[config.mk]
export PLATFORM = sky130hd
export DESIGN_NAME = vga_timing_generator_flat
export DESIGN_NICKNAME = d
export VERILOG_FILES = /design/src/rtl/vga_timing_generator_pkg.sv /design/src/rtl/vga_timing_generator_if.sv /design/src/rtl/vga_timing_generator_pixel_enable_divider.sv /design/src/rtl/vga_timing_generator.sv /design/src/flat_wrapper.sv
export SDC_FILE = /design/constraint.sdc
export NUM_CORES = 1
export LEC_CHECK = 0
export CAP_MARGIN = 20
export CORE_MARGIN = 2
export CORE_UTILIZATION = 45
export CTS_BUF_LIST = sky130_fd_sc_hd__clkbuf_16
export DETAILED_ROUTE_END_ITERATION = 12
export GPL_TIMING_DRIVEN = 0
export PLACE_DENSITY = 0.73
export SLEW_MARGIN = 20
export SYNTH_ARGS = -nofsm -noshare
export SYNTH_HDL_FRONTEND = slang
export SYNTH_SLANG_ARGS = --single-unit
[constraint.sdc]
create_clock -name clk -period 2 [get_ports clk]
set_input_delay 0.2 -clock clk [delete_from_list [all_inputs] [get_ports clk]]
set_output_delay 0.2 -clock clk [all_outputs]
set_load 0.01 [all_outputs]
[src/rtl/vga_timing_generator_pkg.sv]
// Shared constants for the VGA raster timing generator: default 640x480@60
// timing, derived totals and sync windows, and the coordinate type.
package vga_timing_pkg;

  localparam int COORD_W = 10;

  localparam int DEF_CLK_DIV   = 2;
  localparam int DEF_H_VISIBLE = 640;
  localparam int DEF_H_FP      = 16;
  localparam int DEF_H_SYNC    = 96;
  localparam int DEF_H_BP      = 48;
  localparam int DEF_V_VISIBLE = 480;
  localparam int DEF_V_FP      = 10;
  localparam int DEF_V_SYNC    = 2;
  localparam int DEF_V_BP      = 33;

  localparam int DEF_H_TOTAL = DEF_H_VISIBLE + DEF_H_FP + DEF_H_SYNC + DEF_H_BP;
  localparam int DEF_V_TOTAL = DEF_V_VISIBLE + DEF_V_FP + DEF_V_SYNC + DEF_V_BP;

  localparam int DEF_H_SYNC_START = DEF_H_VISIBLE + DEF_H_FP;
  localparam int DEF_H_SYNC_END   = DEF_H_SYNC_START + DEF_H_SYNC;
  localparam int DEF_V_SYNC_START = DEF_V_VISIBLE + DEF_V_FP;
  localparam int DEF_V_SYNC_END   = DEF_V_SYNC_START + DEF_V_SYNC;

  typedef logic [COORD_W-1:0] coord_t;

  // Half-open window test: lo <= v < hi
  function automatic logic in_window(input coord_t v, input coord_t lo, input coord_t hi);
    return (v >= lo) && (v < hi);
  endfunction

endpackage

[src/rtl/vga_timing_generator_if.sv]
// Raster timing bundle driven by vga_timing_generator and read by renderers.
// frame_count is present only when VGA_FRAME_COUNT_EN is defined.
interface vga_timing_generator_if;
  import vga_timing_pkg::*;

  logic   pixel_en;
  coord_t current_pixel_x;
  coord_t current_pixel_y;
  logic   hsync;
  logic   vsync;
  logic   video_on;
  logic   frame_tick;
`ifdef VGA_FRAME_COUNT_EN
  logic [15:0] frame_count;
`endif

  modport master (
    output pixel_en, current_pixel_x, current_pixel_y, hsync, vsync, video_on, frame_tick
`ifdef VGA_FRAME_COUNT_EN
    , frame_count
`endif
  );

  modport slave (
    input pixel_en, current_pixel_x, current_pixel_y, hsync, vsync, video_on, frame_tick
`ifdef VGA_FRAME_COUNT_EN
    , frame_count
`endif
  );

endinterface

[src/rtl/vga_timing_generator_pixel_enable_divider.sv]
// Divides the system clock into a registered one-cycle pixel enable that is
// high in the cycle where the divider count sits at CLK_DIV-1.
module pixel_enable_divider #(
  parameter int CLK_DIV = 2
) (
  input  logic clk,
  input  logic rst_n,
  output logic pixel_en
);

  // A single-state divider still needs a 1-bit counter to keep the code uniform
  localparam int DIV_W = (CLK_DIV > 1) ? $clog2(CLK_DIV) : 1;
  localparam logic [DIV_W-1:0] DIV_LAST = DIV_W'(CLK_DIV - 1);

  logic [DIV_W-1:0] div;
  logic [DIV_W-1:0] div_next;

  // Next divider count with exact wrap at CLK_DIV-1
  always_comb begin
    div_next = div + DIV_W'(1);
    if (div == DIV_LAST) begin
      div_next = '0;
    end
  end

  // Register the count and flag the cycle in which the new count is the last one
  always_ff @(posedge clk or negedge rst_n) begin
    if (!rst_n) begin
      div      <= '0;
      pixel_en <= 1'b0;
    end else begin
      div      <= div_next;
      pixel_en <= (div_next == DIV_LAST);
    end
  end

endmodule

[src/rtl/vga_timing_generator.sv]
// VGA raster timing generator: sweeps x/y over the full frame on each pixel
// enable and emits hsync, vsync, video_on and an end-of-visible-frame tick.
// Optional macro VGA_FRAME_COUNT_EN adds a 16-bit completed-frame counter.
module vga_timing_generator
  import vga_timing_pkg::*;
#(
  parameter int CLK_DIV   = DEF_CLK_DIV,
  parameter int H_VISIBLE = DEF_H_VISIBLE,
  parameter int H_FP      = DEF_H_FP,
  parameter int H_SYNC    = DEF_H_SYNC,
  parameter int H_BP      = DEF_H_BP,
  parameter int V_VISIBLE = DEF_V_VISIBLE,
  parameter int V_FP      = DEF_V_FP,
  parameter int V_SYNC    = DEF_V_SYNC,
  parameter int V_BP      = DEF_V_BP,
  parameter bit SYNC_POL  = 1'b0
) (
  input  logic                  clk,
  input  logic                  rst_n,
  vga_timing_generator_if.master vga
);

  localparam int H_TOTAL = H_VISIBLE + H_FP + H_SYNC + H_BP;
  localparam int V_TOTAL = V_VISIBLE + V_FP + V_SYNC + V_BP;

  localparam coord_t H_LAST     = coord_t'(H_TOTAL - 1);
  localparam coord_t V_LAST     = coord_t'(V_TOTAL - 1);
  localparam coord_t H_VIS      = coord_t'(H_VISIBLE);
  localparam coord_t V_VIS      = coord_t'(V_VISIBLE);
  localparam coord_t HS_START   = coord_t'(H_VISIBLE + H_FP);
  localparam coord_t HS_END     = coord_t'(H_VISIBLE + H_FP + H_SYNC);
  localparam coord_t VS_START   = coord_t'(V_VISIBLE + V_FP);
  localparam coord_t VS_END     = coord_t'(V_VISIBLE + V_FP + V_SYNC);
  localparam coord_t TICK_X     = coord_t'(H_VISIBLE - 1);
  localparam coord_t TICK_Y     = coord_t'(V_VISIBLE - 1);

  logic   pixel_en;
  coord_t x, y;
  coord_t x_next, y_next;
  logic   hsync, vsync, video_on;
  logic   frame_wrap;

  pixel_enable_divider #(
    .CLK_DIV (CLK_DIV)
  ) u_div (
    .clk      (clk),
    .rst_n    (rst_n),
    .pixel_en (pixel_en)
  );

  // Next raster position: advance on pixel_en, wrap x then y exactly at the totals
  always_comb begin
    x_next = x;
    y_next = y;
    if (pixel_en) begin
      if (x == H_LAST) begin
        x_next = '0;
        if (y == V_LAST) begin
          y_next = '0;
        end else begin
          y_next = y + coord_t'(1);
        end
      end else begin
        x_next = x + coord_t'(1);
      end
    end
  end

  // Counters plus sync/video decode taken from the next position so they line up with x/y
  always_ff @(posedge clk or negedge rst_n) begin
    if (!rst_n) begin
      x        <= '0;
      y        <= '0;
      hsync    <= ~SYNC_POL;
      vsync    <= ~SYNC_POL;
      video_on <= 1'b1;
    end else begin
      x        <= x_next;
      y        <= y_next;
      hsync    <= in_window(x_next, HS_START, HS_END) ? SYNC_POL : ~SYNC_POL;
      vsync    <= in_window(y_next, VS_START, VS_END) ? SYNC_POL : ~SYNC_POL;
      video_on <= (x_next < H_VIS) && (y_next < V_VIS);
    end
  end

  // Edge on which (H_TOTAL-1, V_TOTAL-1) rolls over to (0, 0)
  assign frame_wrap = pixel_en && (x == H_LAST) && (y == V_LAST);

`ifdef VGA_FRAME_COUNT_EN
  logic [15:0] frame_count;

  // Count completed frames on the full-frame wrap, modulo 2^16
  always_ff @(posedge clk or negedge rst_n) begin
    if (!rst_n) begin
      frame_count <= '0;
    end else if (frame_wrap) begin
      frame_count <= frame_count + 16'd1;
    end
  end

  assign vga.frame_count = frame_count;
`else
  logic unused_frame_wrap;
  assign unused_frame_wrap = frame_wrap;
`endif

  assign vga.pixel_en        = pixel_en;
  assign vga.current_pixel_x = x;
  assign vga.current_pixel_y = y;
  assign vga.hsync           = hsync;
  assign vga.vsync           = vsync;
  assign vga.video_on        = video_on;
  // Restricting the tick to the enable cycle keeps it one clk wide for any CLK_DIV
  assign vga.frame_tick      = pixel_en && (x == TICK_X) && (y == TICK_Y);

endmodule
[src/flat_wrapper.sv]
// flat-port wrapper written by rule: the top's interface ports become plain ports
module vga_timing_generator_flat import vga_timing_pkg::*;
#(
  parameter int CLK_DIV   = DEF_CLK_DIV,
  parameter int H_VISIBLE = DEF_H_VISIBLE,
  parameter int H_FP      = DEF_H_FP,
  parameter int H_SYNC    = DEF_H_SYNC,
  parameter int H_BP      = DEF_H_BP,
  parameter int V_VISIBLE = DEF_V_VISIBLE,
  parameter int V_FP      = DEF_V_FP,
  parameter int V_SYNC    = DEF_V_SYNC,
  parameter int V_BP      = DEF_V_BP,
  parameter bit SYNC_POL  = 1'b0
)
  (clk, rst_n, vga_pixel_en, vga_current_pixel_x, vga_current_pixel_y, vga_hsync, vga_vsync, vga_video_on, vga_frame_tick);
  vga_timing_generator_if vga_i ();
  input  logic clk;
  input  logic rst_n;
  output wire logic [$bits(vga_i.pixel_en)-1:0] vga_pixel_en;
  output wire logic [$bits(vga_i.current_pixel_x)-1:0] vga_current_pixel_x;
  output wire logic [$bits(vga_i.current_pixel_y)-1:0] vga_current_pixel_y;
  output wire logic [$bits(vga_i.hsync)-1:0] vga_hsync;
  output wire logic [$bits(vga_i.vsync)-1:0] vga_vsync;
  output wire logic [$bits(vga_i.video_on)-1:0] vga_video_on;
  output wire logic [$bits(vga_i.frame_tick)-1:0] vga_frame_tick;
  assign vga_pixel_en = vga_i.pixel_en;
  assign vga_current_pixel_x = vga_i.current_pixel_x;
  assign vga_current_pixel_y = vga_i.current_pixel_y;
  assign vga_hsync = vga_i.hsync;
  assign vga_vsync = vga_i.vsync;
  assign vga_video_on = vga_i.video_on;
  assign vga_frame_tick = vga_i.frame_tick;
  vga_timing_generator #(.CLK_DIV(CLK_DIV), .H_VISIBLE(H_VISIBLE), .H_FP(H_FP), .H_SYNC(H_SYNC), .H_BP(H_BP), .V_VISIBLE(V_VISIBLE), .V_FP(V_FP), .V_SYNC(V_SYNC), .V_BP(V_BP), .SYNC_POL(SYNC_POL)) u_core (.clk(clk), .rst_n(rst_n), .vga(vga_i));
endmodule
* Yosys cells after proc, flatten, opt, wreduce, memory -nomap -nowiden *
Index checks and enable logic that the tools add are counted.

word-level totals
  bits in registers = 24
  input bits = 2
  word-level logic and storage cells = 32

cells by class
  add/sub/neg operators = 3
  $lt $le $gt $ge = 6
  equality and inequality tests = 4
  muxes and demuxes = 8
  reduce and logical (&&, ||, !) cells = 5

operator list
  cell                   number
  $mux 10                5
  $eq 10x10->1 const B   3
  $add 10x1->10 const B  2
  $lt 10x10->1 const B   2
  $lt 10x9->1 const B    2
  $eq 10x9->1 const B    1
  $ge 10x10->1 const B   1
  $ge 10x9->1 const B    1
  $logic_and 1x1->1      5
  $mux 1                 3
  $add 1x1->1 const B    1

* Longest topological paths before layout *
  word-level depth = 7
  gate-level depth with buffers = 7
  gate-level depth less buffers = 7

* Hierarchy *
Synthesis repeated with hierarchy kept, for this count alone.

unflattened totals
  cell total of the unflattened synthesis = 154
  area, all modules = 1,433.9 um^2

by module, submodules not included
  module                instances  cells an instance  area an instance (um^2)  seq. area each (um^2)
  vga_timing_generator  1          152                1,405.1                  579.3
  pixel_enable_divider  1          2                  28.8                     25.0

* Least setup slack after synthesis *
OpenSTA, ideal clock, no wires.

  path type = flip-flop to flip-flop
  start = reg u_core.x[0] (netlist: u_core.vga.current_pixel_x[0])
  end = reg u_core.video_on (netlist: u_core.vga.video_on)
  library setup time = 0.081 ns
  arrival time = 1.941 ns
  slack = -0.023 ns
  stages on the path, launching flop included = 8
  buffers on the path = 1
  period minus slack after synthesis = 2.023 ns
  path through = dfrtp_1 > ha_1 > nand4_4 > or3_1 > buf_4 > o311ai_4 > a211oi_2 > a211oi_2

on the way
  longest elaborated chain between the ends = 5

RTL lines
  element                                        RTL line                                                source
  start: declaration                             vga_timing_generator.sv:38                              coord_t x, y;
  start signal: assignment                       vga_timing_generator.sv:78                              x <= x_next;
  $add 10x1->10 or $eq 10x10->1 (tied branches)  vga_timing_generator.sv:64, vga_timing_generator.sv:56
  $mux 10                                        vga_timing_generator.sv:56                              if (x == H_LAST) begin
  $mux 10                                        vga_timing_generator.sv:55                              if (pixel_en) begin
  $lt 10x10->1 or $lt 10x9->1 (tied branches)    vga_timing_generator.sv:82                              video_on <= (x_next < H_VIS) && (y_next < V_VIS);
  $logic_and 1x1->1 *                            vga_timing_generator.sv:82
  end signal: assignment                         vga_timing_generator.sv:82
  end: declaration                               vga_timing_generator.sv:40                              logic hsync, vsync, video_on;

Every way passes the cells marked *; elsewhere a longest branch is shown, timed or not.

* Final worst setup path *
  start = reg u_core.x[5] (netlist: u_core.vga.current_pixel_x[5])
  end = reg u_core.vsync (netlist: u_core.vga.vsync)

on the way
  longest elaborated chain between the ends = 6

RTL lines
  element                                     RTL line                        source
  $eq 10x10->1 *                              vga_timing_generator.sv:56
  $mux 10 *                                   vga_timing_generator.sv:56
  $mux 10 *                                   vga_timing_generator.sv:55
  $ge 10x9->1 or $lt 10x9->1 (tied branches)  vga_timing_generator_pkg.sv:29  return (v >= lo) && (v < hi);
  $logic_and 1x1->1 *                         vga_timing_generator_pkg.sv:29
  $mux 1 *                                    vga_timing_generator.sv:81      vsync <= in_window(y_next, VS_START, VS_END) ? SYNC_POL : ~SYNC_POL;
  end signal: assignment                      vga_timing_generator.sv:75      vsync <= ~SYNC_POL;
  end signal: assignment                      vga_timing_generator.sv:81
  end: declaration                            vga_timing_generator.sv:40

Marks and branches as above.

==> results.py <==
metrics = {
    "run_status": {
        "outcome": "finished clean",
    },
    "floorplan": {
        "pin_count": 27,
        "start_util_pct": 47.56,
        "core_area_sq_um": 3078,
        "dieArea_sq_um": 3725,
        "rows": 20,
        "die_w_um": 61.04,
        "die-height_um": 61.04,
    },
    "yosys": {
        "yosysWarnings": 0,
        "syn-cell-area_sq_um": 1464,
        "syn_nets": 154,
        "synth_cell_types": 49,
        "synth_edf_count": 0,
        "synth-async-reset-ratio_pct": 100.0,
        "ys_ff_latch": 24,
        "synth-main-ff-cell": "dfrtp_1",
        "synthCells": 149,
        "syn_avg_cell_area_sq_um": 9.825,
        "yosysSeqAreaShare_pct": 41.28,
    },
    "placed_design": {
        "place_hpwl_mm": 2.451,
        "routabilityCongestion": 0.8367,
        "io_buffers": 26,
        "dpl-instance-area_sq_um": 1782,
    },
    "cts": {
        "path_clk_slew_ns": 0.07,
        "clock_path_buffers": 2,
        "h-tree-depth": 1,
        "cts_tree": "built",
        "root_buffer": "clkbuf_16",
        "cts_buffers": 3,
        "cts.sinks": 24,
        "clk_latency_ns": 0.26,
    },
    "pwr": {
        "ir_drop_uv": 226.6,
        "p_seq_share_pct": 45.3,
        "power_frac_clock_pct": 53.6,
        "sw_frac_of_total_pct": 17.32,
        "comb_power_share_pct": 1.0,
        "intPower_uw": 885.4,
        "p_sw_uw": 185.5,
        "p_leak_nw": 0.8322,
        "powerDensity_nw_per_um2": 503.8,
    },
    "global_routing": {
        "grt_overflow": 0,
        "grt_max_degree": 25,
        "antenna_found_initial": 0,
        "grtUsageTotal_pct": 21.51,
        "grt_pass1_wl_mm": 5.982,
        "grt_pass1_vias": 1353,
    },
    "job": {
        "drv_cap": 0,
    },
    "sta": {
        "worstMarginPinSlew_ns": 0.5298,
        "skew_ns": 0.005797,
        "setup_viol": 0,
        "rsz0062_at_grt": "yes",
        "hold_viol_final": 0,
        "min_period_ns": 1.999,
        "period_share_pct": 99.93,
        "clock.fmax_mhz": 500.4,
        "slew_headroom_pct": 64.68,
        "maxSlewViolCount": 0,
        "timing.hold.ws_ns": 0.4526,
    },
    "final_layout": {
        "final_common_cell": "clkdlybuf4s50_1",
        "mostFrequentLayoutCells": "24 x clkdlybuf4s50_1, 19 x buf_4, 14 x nand2_1",
        "area_growth_pct": 45.21,
        "insertedDiodeCount": 0,
        "final_area_sq_um": 2126,
        "utilization_pct": 69.07,
        "fillers": 242,
        "drive_gt1_share_pct": 30.65,
        "nNetsFinal": 205,
    },
    "setup_path": {
        "critPathBufInv": 1,
        "cp.arrival_ns": 2.16,
        "worstPathCellList": "buf_4 > and4bb_2 > nand4_1 > o31a_1 > a211oi_2 > nand4_1",
        "crit_top_cell": "nand4_1",
        "start_kind": "register",
        "worstPathRequired_ns": 2.16,
        "critPathMaxFanout": 6,
        "slowest_delay_ns": 0.44,
        "path_delay_family": "simple AND/OR/NAND/NOR gates",
        "worstSetupPathType": "register to register",
        "cp-end-kind": "register",
        "cpMaxStageDelayCell": "dfrtp_2",
        "r2r_slack_ns": 0.001,
    },
    "drt": {
        "drcViolationCount": 0,
        "drt_iter0_markers": 102,
        "viasPerCell": 5.770,
        "wirelength_mm": 3.865,
        "drt_pass1_iterations": 4,
        "avgRoutedWirePerCell_um": 15.91,
        "vias": 1402,
        "drtAntennaViolNets": 0,
    },
    "hold_path": {
        "worstHoldPathType": "input pin to async pin",
    },
}
==> cell families after synthesis <==
kind of cell,share of synthesized area [%]
xor+xnor,6.581
buf+inv,2.137
flops,41.28
compound gates,14.36
mux,2.051
fa+ha+maj,2.564
simple gates,31.03
==> what timing repair did <==
action                                  4_1_cts  5_1_grt
hold buffers                                  0        1
resized for setup                            19       13
endpoints found under the setup margin        3        4
buffers inserted                              6       13
hold endpoints to repair                      0       21
pin swaps                                     0        7
==> final timing paths <==
check	from	to	cells after the start
max	u_core.vga.current_pixel_x[5]$_DFF_PN0_	u_core.vga.vsync$_DFF_PN1_	6
min	rst_n	u_core.vga.current_pixel_y[6]$_DFF_PN0_	2
max reg2reg	u_core.vga.current_pixel_x[5]$_DFF_PN0_	u_core.vga.vsync$_DFF_PN1_	6
min reg2reg	u_core.vga.current_pixel_x[1]$_DFF_PN0_	u_core.vga.current_pixel_x[1]$_DFF_PN0_	1
max in group asynchronous	rst_n	u_core.vga.current_pixel_y[8]$_DFF_PN0_	2
min in group clk	u_core.vga.current_pixel_x[1]$_DFF_PN0_	u_core.vga.current_pixel_x[1]$_DFF_PN0_	1
==> per-layer routing <==
layer / vias to the layer above / GRT usage (%) / share of wire (%)
met2: 46 / 36.32 / 50
met3: 7 / 2.731 / 4.3
met5: - / 0 / 0
met4: 0 / 8.696 / 1.4
li1: 660 / - / -
met1: 689 / 27.93 / 44
==> registers in the layout (all words and copies together) (netlist names) <==
register	flops
u_core.vga.current_pixel_x	10
u_core.vga.current_pixel_y	10
u_core.u_div.div	1
u_core.vga.hsync	1
u_core.vga.video_on	1
u_core.vga.vsync	1
==> layout make-up <==
class	count	area (sq um)	area share [%]
inverter	5	18.77	0.8829
clock inverter	1	30.03	1.413
sequential	24	619.3	29.13
buffer	2	16.27	0.7652
tap	44	55.05	2.590
multi-input combinational	118	908.4	42.73
timing repair buffer	46	402.9	18.95
clock buffer	3	75.07	3.531
==> per-stage QoR <==
| stage | total power, mW | setup TNS [ns] | setup WS [ns] | std cells |
|---|---|---|---|---|
| 6_report | 1.071 | 0 | 0.001435 | 243 |
| 5_1_grt | 1.105 | -0.05023 | -0.02077 | 243 |
| 4_1_cts | 1.079 | 0 | 0.002271 | 229 |
| 3_5_place_dp | 0.5066 | -0.6900 | -0.2917 | 219 |
| 3_3_place_gp | 0.5058 | -0.6812 | -0.3028 | 219 |
| 2_1_floorplan | 0.4946 | 0 | 0.006088 | 149 |
==> power by group through the flow <==
stage / Clock [mW] / Combinational [mW] / Sequential [mW]
detailed placement: 0 / 0.0120 / 0.495
floorplan: 0 / 0.000000266 / 0.495
global placement: 0 / 0.0113 / 0.495
global route: 0.606 / 0.0137 / 0.485
CTS: 0.581 / 0.0118 / 0.485
finish: 0.574 / 0.0111 / 0.485
==> synth_stat cells, drive strengths merged (2+ instances only) <==
cell type  instances  share of area, %
nand3             10               3.4
xor2               6               3.6
dfrtp             21                36
and2               2              0.85
nand2             15               3.8
xnor2              5               3.0
dfstp              3               5.4
and3               2              0.85
a21oi              3               1.0
nor4               2              0.85
a211oi             2               1.7
or3                3               1.3
nor2b              2              0.85
inv                5               1.3
o31a               2               1.2
or4                2               1.0
buf                2              0.85
mux2i              3               2.1
o21a               3               1.5
nor3              12               4.4
o21ai              6               2.1
nor2               5               1.3
ha                 3               2.6
nand4              7               4.0
nor4b              2               1.2
(Power assumes the default switching activity.)
